`config.mk`:
```
export PLATFORM = sky130hd
export DESIGN_NAME = uart_tx_engine
export DESIGN_NICKNAME = d
export VERILOG_FILES = /design/src/rtl/uart_tx_engine_pkg.sv /design/src/rtl/uart_baud_tick.sv /design/src/rtl/uart_tx_engine.sv
export SDC_FILE = /design/constraint.sdc
export NUM_CORES = 1
export LEC_CHECK = 0
export BUFFER_PORTS_ARGS = -buffer_cell sky130_fd_sc_hd__buf_2
export CAP_MARGIN = 20
export CORE_UTILIZATION = 40
export DETAILED_ROUTE_END_ITERATION = 8
export PLACE_DENSITY_LB_ADDON = 0.2
export REMOVE_ABC_BUFFERS = 1
export SYNTH_ARGS = -nofsm -noshare
export SYNTH_HDL_FRONTEND = slang
export SYNTH_SLANG_ARGS = --single-unit
```
`constraint.sdc`:
```
create_clock -name clk -period 2.2 [get_ports clk]
set_input_delay 0.22 -clock clk [delete_from_list [all_inputs] [get_ports clk]]
set_output_delay 0.22 -clock clk [all_outputs]
set_load 0.1 [all_outputs]
```
`src/rtl/uart_tx_engine_pkg.sv`:
```
// Shared UART transmitter definitions: divisor width, frame size and the
// bit positions of the frame-format fields in the UART control register.
package uart_tx_engine_pkg;

   localparam int DIV_W_DEF = 16;
   localparam int DATA_BITS = 8;

   // Frame-format field positions in the control register; the engine keeps
   // its latched copy of the format in the same layout.
   localparam int CTRL_PARITY_EN_BIT  = 0;
   localparam int CTRL_PARITY_ODD_BIT = 1;
   localparam int CTRL_STOP2_BIT      = 2;
   localparam int CTRL_W              = 3;

   function automatic logic frame_parity(input logic [DATA_BITS-1:0] data,
                                         input logic                 odd);
      return (^data) ^ odd;
   endfunction

endpackage

```
`src/rtl/uart_baud_tick.sv`:
```
// Loadable bit-period down-counter; tick_o is high while the count is zero,
// so a load of N yields a bit period of N+1 clocks.
module uart_baud_tick #(
   parameter int DIV_W = 16
) (
   input  logic             clk,
   input  logic             rst,
   input  logic             load_i,
   input  logic [DIV_W-1:0] load_val_i,
   output logic             tick_o
);

   logic [DIV_W-1:0] cnt_q;
   logic [DIV_W-1:0] cnt_d;

   always_comb begin
      cnt_d = cnt_q;
      if (load_i) begin
         cnt_d = load_val_i;
      end else if (cnt_q != '0) begin
         cnt_d = cnt_q - DIV_W'(1);
      end
   end

   always_ff @(posedge clk) begin
      if (rst) begin
         cnt_q <= '0;
      end else begin
         cnt_q <= cnt_d;
      end
   end

   assign tick_o = (cnt_q == '0);

endmodule

```
`src/rtl/uart_tx_engine.sv`:
```
// UART transmit engine: pops one byte from the TX FIFO per frame and shifts
// it out as start / 8 data (LSB first) / optional parity / 1-2 stop bits.
module uart_tx_engine
   import uart_tx_engine_pkg::*;
#(
   parameter int DIV_W = DIV_W_DEF
) (
   input  logic                 clk,
   input  logic                 rst,
   input  logic [DIV_W-1:0]     baud_div,
   input  logic                 parity_en,
   input  logic                 parity_odd,
   input  logic                 stop2,
   input  logic                 cts_n,
   input  logic                 fifo_empty,
   input  logic [DATA_BITS-1:0] fifo_rddata,
   output logic                 fifo_rd_en,
   output logic                 txd,
   output logic                 busy
);

   typedef enum logic [2:0] {
      S_IDLE   = 3'd0,
      S_FETCH  = 3'd1,
      S_START  = 3'd2,
      S_DATA   = 3'd3,
      S_PARITY = 3'd4,
      S_STOP   = 3'd5
   } state_t;

   state_t                 state_q;
   logic [DATA_BITS-1:0]   shift_q;
   logic [DATA_BITS-1:0]   data_q;
   logic [DIV_W-1:0]       div_q;
   logic [CTRL_W-1:0]      cfg_q;
   logic [2:0]             bit_cnt_q;
   logic                   stop_cnt_q;
   logic                   txd_q;
   logic                   busy_q;

   logic                   tick;
   logic                   in_bit;
   logic                   frame_end;
   logic                   baud_load;
   logic [DIV_W-1:0]       baud_load_val;

   assign in_bit = (state_q == S_START) || (state_q == S_DATA) ||
                   (state_q == S_PARITY) || (state_q == S_STOP);

   assign frame_end = (state_q == S_STOP) && tick &&
                      (!cfg_q[CTRL_STOP2_BIT] || stop_cnt_q);

   // FETCH loads the live divisor because div_q is only written on that same edge.
   assign baud_load     = (state_q == S_FETCH) || (in_bit && tick && !frame_end);
   assign baud_load_val = (state_q == S_FETCH) ? baud_div : div_q;

   uart_baud_tick #(
      .DIV_W (DIV_W)
   ) u_baud_tick (
      .clk        (clk),
      .rst        (rst),
      .load_i     (baud_load),
      .load_val_i (baud_load_val),
      .tick_o     (tick)
   );

   always_ff @(posedge clk) begin
      if (rst) begin
         state_q    <= S_IDLE;
         shift_q    <= '0;
         data_q     <= '0;
         div_q      <= '0;
         cfg_q      <= '0;
         bit_cnt_q  <= '0;
         stop_cnt_q <= 1'b0;
         txd_q      <= 1'b1;
         busy_q     <= 1'b0;
      end else begin
         case (state_q)
            S_IDLE: begin
               txd_q <= 1'b1;
               if (!fifo_empty && !cts_n) begin
                  state_q <= S_FETCH;
                  busy_q  <= 1'b1;
               end
            end
            S_FETCH: begin
               shift_q                    <= fifo_rddata;
               data_q                     <= fifo_rddata;
               div_q                      <= baud_div;
               cfg_q[CTRL_PARITY_EN_BIT]  <= parity_en;
               cfg_q[CTRL_PARITY_ODD_BIT] <= parity_odd;
               cfg_q[CTRL_STOP2_BIT]      <= stop2;
               bit_cnt_q                  <= '0;
               stop_cnt_q                 <= 1'b0;
               txd_q                      <= 1'b0;
               state_q                    <= S_START;
            end
            S_START: begin
               if (tick) begin
                  txd_q   <= shift_q[0];
                  state_q <= S_DATA;
               end
            end
            S_DATA: begin
               if (tick) begin
                  if (bit_cnt_q == 3'(DATA_BITS - 1)) begin
                     if (cfg_q[CTRL_PARITY_EN_BIT]) begin
                        txd_q   <= frame_parity(data_q, cfg_q[CTRL_PARITY_ODD_BIT]);
                        state_q <= S_PARITY;
                     end else begin
                        txd_q   <= 1'b1;
                        state_q <= S_STOP;
                     end
                  end else begin
                     shift_q   <= shift_q >> 1;
                     txd_q     <= shift_q[1];
                     bit_cnt_q <= bit_cnt_q + 3'd1;
                  end
               end
            end
            S_PARITY: begin
               if (tick) begin
                  txd_q   <= 1'b1;
                  state_q <= S_STOP;
               end
            end
            S_STOP: begin
               if (frame_end) begin
                  state_q <= S_IDLE;
                  busy_q  <= 1'b0;
               end else if (tick) begin
                  stop_cnt_q <= 1'b1;
               end
            end
            default: begin
               state_q <= S_IDLE;
               txd_q   <= 1'b1;
               busy_q  <= 1'b0;
            end
         endcase
      end
   end

   assign fifo_rd_en = (state_q == S_FETCH);
   assign txd        = txd_q;
   assign busy       = busy_q;

endmodule

```
# == After elaboration in Yosys (flattened, before gate mapping) ==
# Index checks and enable logic that the tools add are counted.
# op_classes
div_mod_pow,0
n_mux,28
reduce_logical,27
n_eq_ne,15
bitwise,3
magnitude_cmp,0
shift,0
n_mul,0
addsub,2
# ops
cell,count
2-to-1 mux 16 bit,3
2-to-1 mux 3 bit,8
case mux 3 bit (6 select lines),1
logical NOT 16 bit,1
2-to-1 mux 8 bit,2
!= test 2 bit (second input constant),8
case mux 8 bit (2 select lines),1
nonzero test 16 bit,1
subtractor 16 x 1 -> 16 bit (second input constant),1
== test 3 bit (second input constant),3
2-to-1 mux 1 bit,9
AND reduction 3 bit,3
XOR reduction 8 bit,1
== test 3 x 2 -> 1 bit (second input constant),2
case mux 3 bit (2 select lines),1
AND reduction 6 bit,1
nonzero test 2 bit,3
logical AND 1 bit,5
logical OR 1 bit,5
case mux 1 bit (5 select lines),1
logical NOT 1 bit,4
AND reduction 4 bit,1
OR reduction 4 bit,1
adder 3 x 1 -> 3 bit (second input constant),1
7 further kinds,8
# totals
romBits,0
word_cells,85
latchBits,0
output_inout_bits,3
inputBits,31
mem_count,0
register_bits,60
mem_bits_rw,0

# == Depth between registers and ports, before layout ==
# logic_depth
ltp_word,8
depth_mapped,9
ltp_nobuf,8

# == Modules after synthesis ==
# From an unflattened synthesis, not the netlist that was laid out.
# hier_totals
cells_unflattened,337
area_unflattened_um2,3027.9
# modules_own_cells
mod,n_inst,area_each_um2,cells_each
uart_tx_engine,1,2063.2,221
uart_baud_tick,1,964.7,116

# == Worst setup path after synthesis ==
# OpenSTA, ideal clock, no wires.
# synth_path
kind,register to register
startpoint,reg state_q[0]
endpoint,reg cfg_q[0]
path_stages_with_launch,8
arrival_time_ns,2.402
path_buffers,2
setup_slack_ns,-0.272
setup_ns,0.070
path_cell_list,dfxtp_1 -> nor2b_1 -> nand2_1 -> inv_2 -> buf_1 -> clkbuf_1 -> nand2_1 -> a21oi_1
# synth_via
elab_chain_len,1
# synth_rtl
element,line,rtl
from (decl),uart_tx_engine.sv:31,state_t state_q;
from (signal assigned),uart_tx_engine.sv:69,state_q <= S_IDLE;
from (signal assigned),uart_tx_engine.sv:83,state_q <= S_FETCH;
from (signal assigned),uart_tx_engine.sv:97,state_q <= S_START;
== test 3 x 1 -> 1 bit,n/a,
named net fifo_rd_en,uart_tx_engine.sv:17,"output logic fifo_rd_en,"
"to (signal, indexed assignment)",uart_tx_engine.sv:91,cfg_q[CTRL_PARITY_EN_BIT] <= parity_en;
"to (signal, indexed assignment)",uart_tx_engine.sv:92,cfg_q[CTRL_PARITY_ODD_BIT] <= parity_odd;
"to (signal, indexed assignment)",uart_tx_engine.sv:93,cfg_q[CTRL_STOP2_BIT] <= stop2;
to (decl),uart_tx_engine.sv:35,logic [CTRL_W-1:0] cfg_q;
# The timed path passes the listed nets, and every way through them passes these cells.
# A chain may end at the register's enable or synchronous reset.

# == Final worst setup path ==
# layout_path
startpoint,reg u_baud_tick.cnt_q[7]
endpoint,reg state_q[0]
# layout_via
elab_chain_len,5
# layout_rtl
element,line,rtl
from (decl),uart_baud_tick.sv:13,logic [DIV_W-1:0] cnt_q;
from (signal assigned),uart_baud_tick.sv:29,cnt_q <= cnt_d;
logical NOT 16 bit *,uart_baud_tick.sv:33,assign tick_o = (cnt_q == '0);
logical AND 1 bit (2 in a row),uart_tx_engine.sv:50,assign frame_end = (state_q == S_STOP) && tick &&
!= test 2 bit (no source line),n/a,
AND reduction 6 bit (no source line) *,n/a,
# Every way passes the cells marked *; elsewhere a longest branch is shown, timed or not.

==> results.sh <==
export IMPL_outcome="finished clean"
export IMPL_yosys_top_cells_area="dfxtp_1 (42%), mux2i_1 (7.3%), nor2_1 (7.3%), a21oi_1 (6.5%), nand2_1 (5.8%)"
export IMPL_dieArea_um2=7493
export IMPL_async_flop_share_pct=0
export IMPL_synth_most_common_cell="dfxtp_1"
export IMPL_drc_errors=0
export IMPL_crit_cells=6
export IMPL_synth_edff_count=0
export IMPL_worst_setup_path_end_kind="flop"
export IMPL_crit_buf_inv=0
export IMPL_fin_cells=489
export IMPL_hold_viol=0
export IMPL_hp_class="in -> reg"
export IMPL_path_class="reg -> reg"
export IMPL_synth_flop_cell="dfxtp_1"
export IMPL_post_synth_cell_area_avg_um2=8.339
export IMPL_rrSetupSlack_ns=0.16
export IMPL_numClockSinks=60
export IMPL_p_clk_share_pct=19.7
export IMPL_crit_fanout=6
export IMPL_power_density_nw_per_um2=1367
export IMPL_syn_area_um2=2860
export IMPL_drive_above_1_share_pct=20.87
export IMPL_synth_top_area_share_pct=41.99
export IMPL_crit_arrival_ns=2.27
export IMPL_cell_internal_pwr_uw=2863
export IMPL_wl_um=6189
export IMPL_grt_first_pass_wirelength_um=10470
export IMPL_cap_viol_max_count=0
export IMPL_routabilityCongestion=0.7960
export IMPL_ys_ff_latch=60
export IMPL_yosysSeqAreaShare_pct=41.99
export IMPL_htree_levels=3
export IMPL_grt_max_degree=30
export IMPL_vias=2495
export IMPL_cts_buffers=9
export IMPL_max_freq_ghz=0.4897
export IMPL_antenna_found_initial=0
export IMPL_power_frac_seq_pct=31.4
export IMPL_layout_worst_path_cycle_share_pct=92.82
export IMPL_ir_drop_v=0.0006340
export IMPL_drt_iter0_drc=54
export IMPL_finalInstanceArea_um2=3455
export IMPL_clockRootBuffer="clkbuf_8"
export IMPL_combPwrFrac_pct=48.8
export IMPL_timing_hold_ws_ns=0.1109
export IMPL_areaGrowthSynthToFinish_pct=20.78
export IMPL_swShare_pct=39.39
export IMPL_layout_nets=425
export IMPL_ys_warn_count=0
export IMPL_critPathMaxStageDelay_ns=0.51
export IMPL_die_y_um=86.56
export IMPL_dpl_hpwl_um=4362
export IMPL_grt_pass1_vias=2359
export IMPL_clockBufferDepth=2
export IMPL_core_area_um2=6869
export IMPL_track_usage_pct=18.26
export IMPL_fin_skew_ns=0.005972
export IMPL_start_util_pct=41.64
export IMPL_first_pass_iters=4
export IMPL_path_cells="or3_1 -> nor4_4 -> nand2_2 -> o311ai_4 -> mux2i_1 -> nor2_1"
export IMPL_r2r_start="u_baud_tick.cnt_q[7]$_SDFFE_PP0P_"
export IMPL_synth_cell_type_count=51
export IMPL_place_area_um2=3238
export IMPL_slew_headroom_pct=60.73
export IMPL_setup_viol=0
export IMPL_dp_cells=473
export IMPL_num_rows=30
export IMPL_ioPinCount=34
export IMPL_start_kind="flop"
export IMPL_final_min_clock_period_ns=2.042
export IMPL_cts_tree="built"
export IMPL_fill_cells=715
export IMPL_vias_per_cell=5.102
export IMPL_port_buffers=33
export IMPL_synth_top_area_cell="dfxtp_1"
export IMPL_final_max_slew_viol_count=0
export IMPL_ant_nets=0
export IMPL_wire_per_inst_um=12.66
export IMPL_diodes=0
export IMPL_crit_path_start="u_baud_tick.cnt_q[7]$_SDFFE_PP0P_"
export IMPL_r2r_cells=6
export IMPL_regToRegEndpoint="state_q[0]$_SDFFE_PP0P_"
export IMPL_crit_family="simple AND/OR/NAND/NOR gates"
export IMPL_p_total_uw=4723
export IMPL_required_ns=2.43
export IMPL_ys_top_cells_by_count="dfxtp_1 (60), nor2_1 (56), nand2_1 (44), a21oi_1 (37), mux2i_1 (21)"
export IMPL_cpMaxStageDelayCell="or3_1"
export IMPL_switchingPower_uw=1860
export IMPL_overflow=0
export IMPL_rsz0062_at_grt="no"
export IMPL_worst_pin_slew_ns=0.5891
export IMPL_crit_end="state_q[0]$_SDFFE_PP0P_"
export IMPL_clk_latency_ns=0.34
export IMPL_die_x_um=86.56
export IMPL_p_leak_uw=0.001425
export IMPL_path_clk_slew_ns=0.06
export IMPL_place_ws_ns=0.03331
export IMPL_synthCells=343
export IMPL_layout_setup_ws_ns=0.1579
## power groups by stage
stage	Combinational, uW	Sequential (uW)	Clock (uW)
final	2310	1490	931
after global routing	2570	1510	1010
after CTS	2270	1480	964
after detailed placement	2260	1510	0
after global placement	2230	1500	0
after floorplan	1480	1590	0
## final cells by class
| class | count | area [um2] | area share (%) |
|---|---|---|---|
| Sequential cell | 60 | 1201 | 34.77 |
| Multi-Input combinational cell | 257 | 1570 | 45.45 |
| Clock inverter | 1 | 5.005 | 0.1449 |
| Clock buffer | 14 | 182.7 | 5.288 |
| Inverter | 5 | 18.77 | 0.5433 |
| Tap cell | 96 | 120.1 | 3.477 |
| Timing Repair Buffer | 56 | 356.6 | 10.32 |
## metal layers
layer | vias up | global-route usage (%) | part of all wire, %
li1 | 1286 | - | -
met1 | 1167 | 21.60 | 48
met2 | 34 | 30.74 | 47
met3 | 8 | 7.238 | 4.3
met4 | 0 | 5.000 | 0.97
met5 | - | 0 | 0
## worst register-to-register path: stages (launching register included)
cell and delay (ns):
dfxtp_1 0.35, or3_1 0.51, nor4_4 0.32, nand2_2 0.15, o311ai_4 0.33, mux2i_1 0.22
nor2_1 0.05
## cells by family (layout without fill, tap and decap cells)
group	after synthesis	after routing	share of synthesized area, %
AND/OR/NAND/NOR	143	143	22.70
AO/OA/AOI/OAI	73	73	16.89
flip-flops	60	60	41.99
buffers and inverters	26	76	3.718
multiplexers	22	22	7.743
XOR/XNOR	14	14	4.768
adder cells (fa/ha/maj)	5	5	2.187
## worst min path at each step
stage | slack (ns) | from | depth (start not counted) | endpoint
final | 0.11 | parity_odd | 3 | cfg_q[1]$_SDFFE_PP0P_
after global routing | 0.10 | parity_odd | 3 | cfg_q[1]$_SDFFE_PP0P_
after CTS | 0.1 | parity_odd | 3 | cfg_q[1]$_SDFFE_PP0P_
after detailed placement | 0.46 | shift_q[7]$_SDFFE_PP0P_ | 2 | shift_q[7]$_SDFFE_PP0P_
after global placement | 0.45 | shift_q[7]$_SDFFE_PP0P_ | 2 | shift_q[7]$_SDFFE_PP0P_
after floorplan | 0.29 | rst | 1 | bit_cnt_q[1]$_SDFFE_PP0P_
## stage by stage
step,TNS [ns],util [%]
6_report,0,50.29
5_1_grt,0,50.29
4_1_cts,0,49.87
3_5_place_dp,0,47.14
3_3_place_gp,0,47.14
2_1_floorplan,-15.85,-
## cell usage in the layout, fill, tap and decap left out, drive strengths merged, types with 3 or more instances in the layout
master / synthesis / final
nor2: 57 / 57
o21ai: 5 / 5
or3: 4 / 4
nor4: 4 / 4
clkbuf: 13 / 14
nand3: 8 / 8
mux2i: 21 / 21
dfxtp: 60 / 60
inv: 5 / 5
ha: 5 / 5
a31oi: 8 / 8
nand2: 45 / 45
a21oi: 37 / 37
xnor2: 8 / 8
xor2: 5 / 5
nor3: 9 / 9
nand2b: 7 / 7
buf: 8 / 56
o311a: 3 / 3
## registers in the layout, summed over array words and instances, names as in the netlist
signal	flops
div_q	16
u_baud_tick.cnt_q	16
data_q	8
shift_q	8
bit_cnt_q	3
cfg_q	3
state_q	3
busy	1
stop_cnt_q	1
txd	1
## timing repair
item,in CTS,in global routing
endpoints found under the setup margin,0,18
resized for setup,0,7
hold buffers,0,0
setup buffers,0,1
No activity file was read; power rests on OpenSTA's default activity.
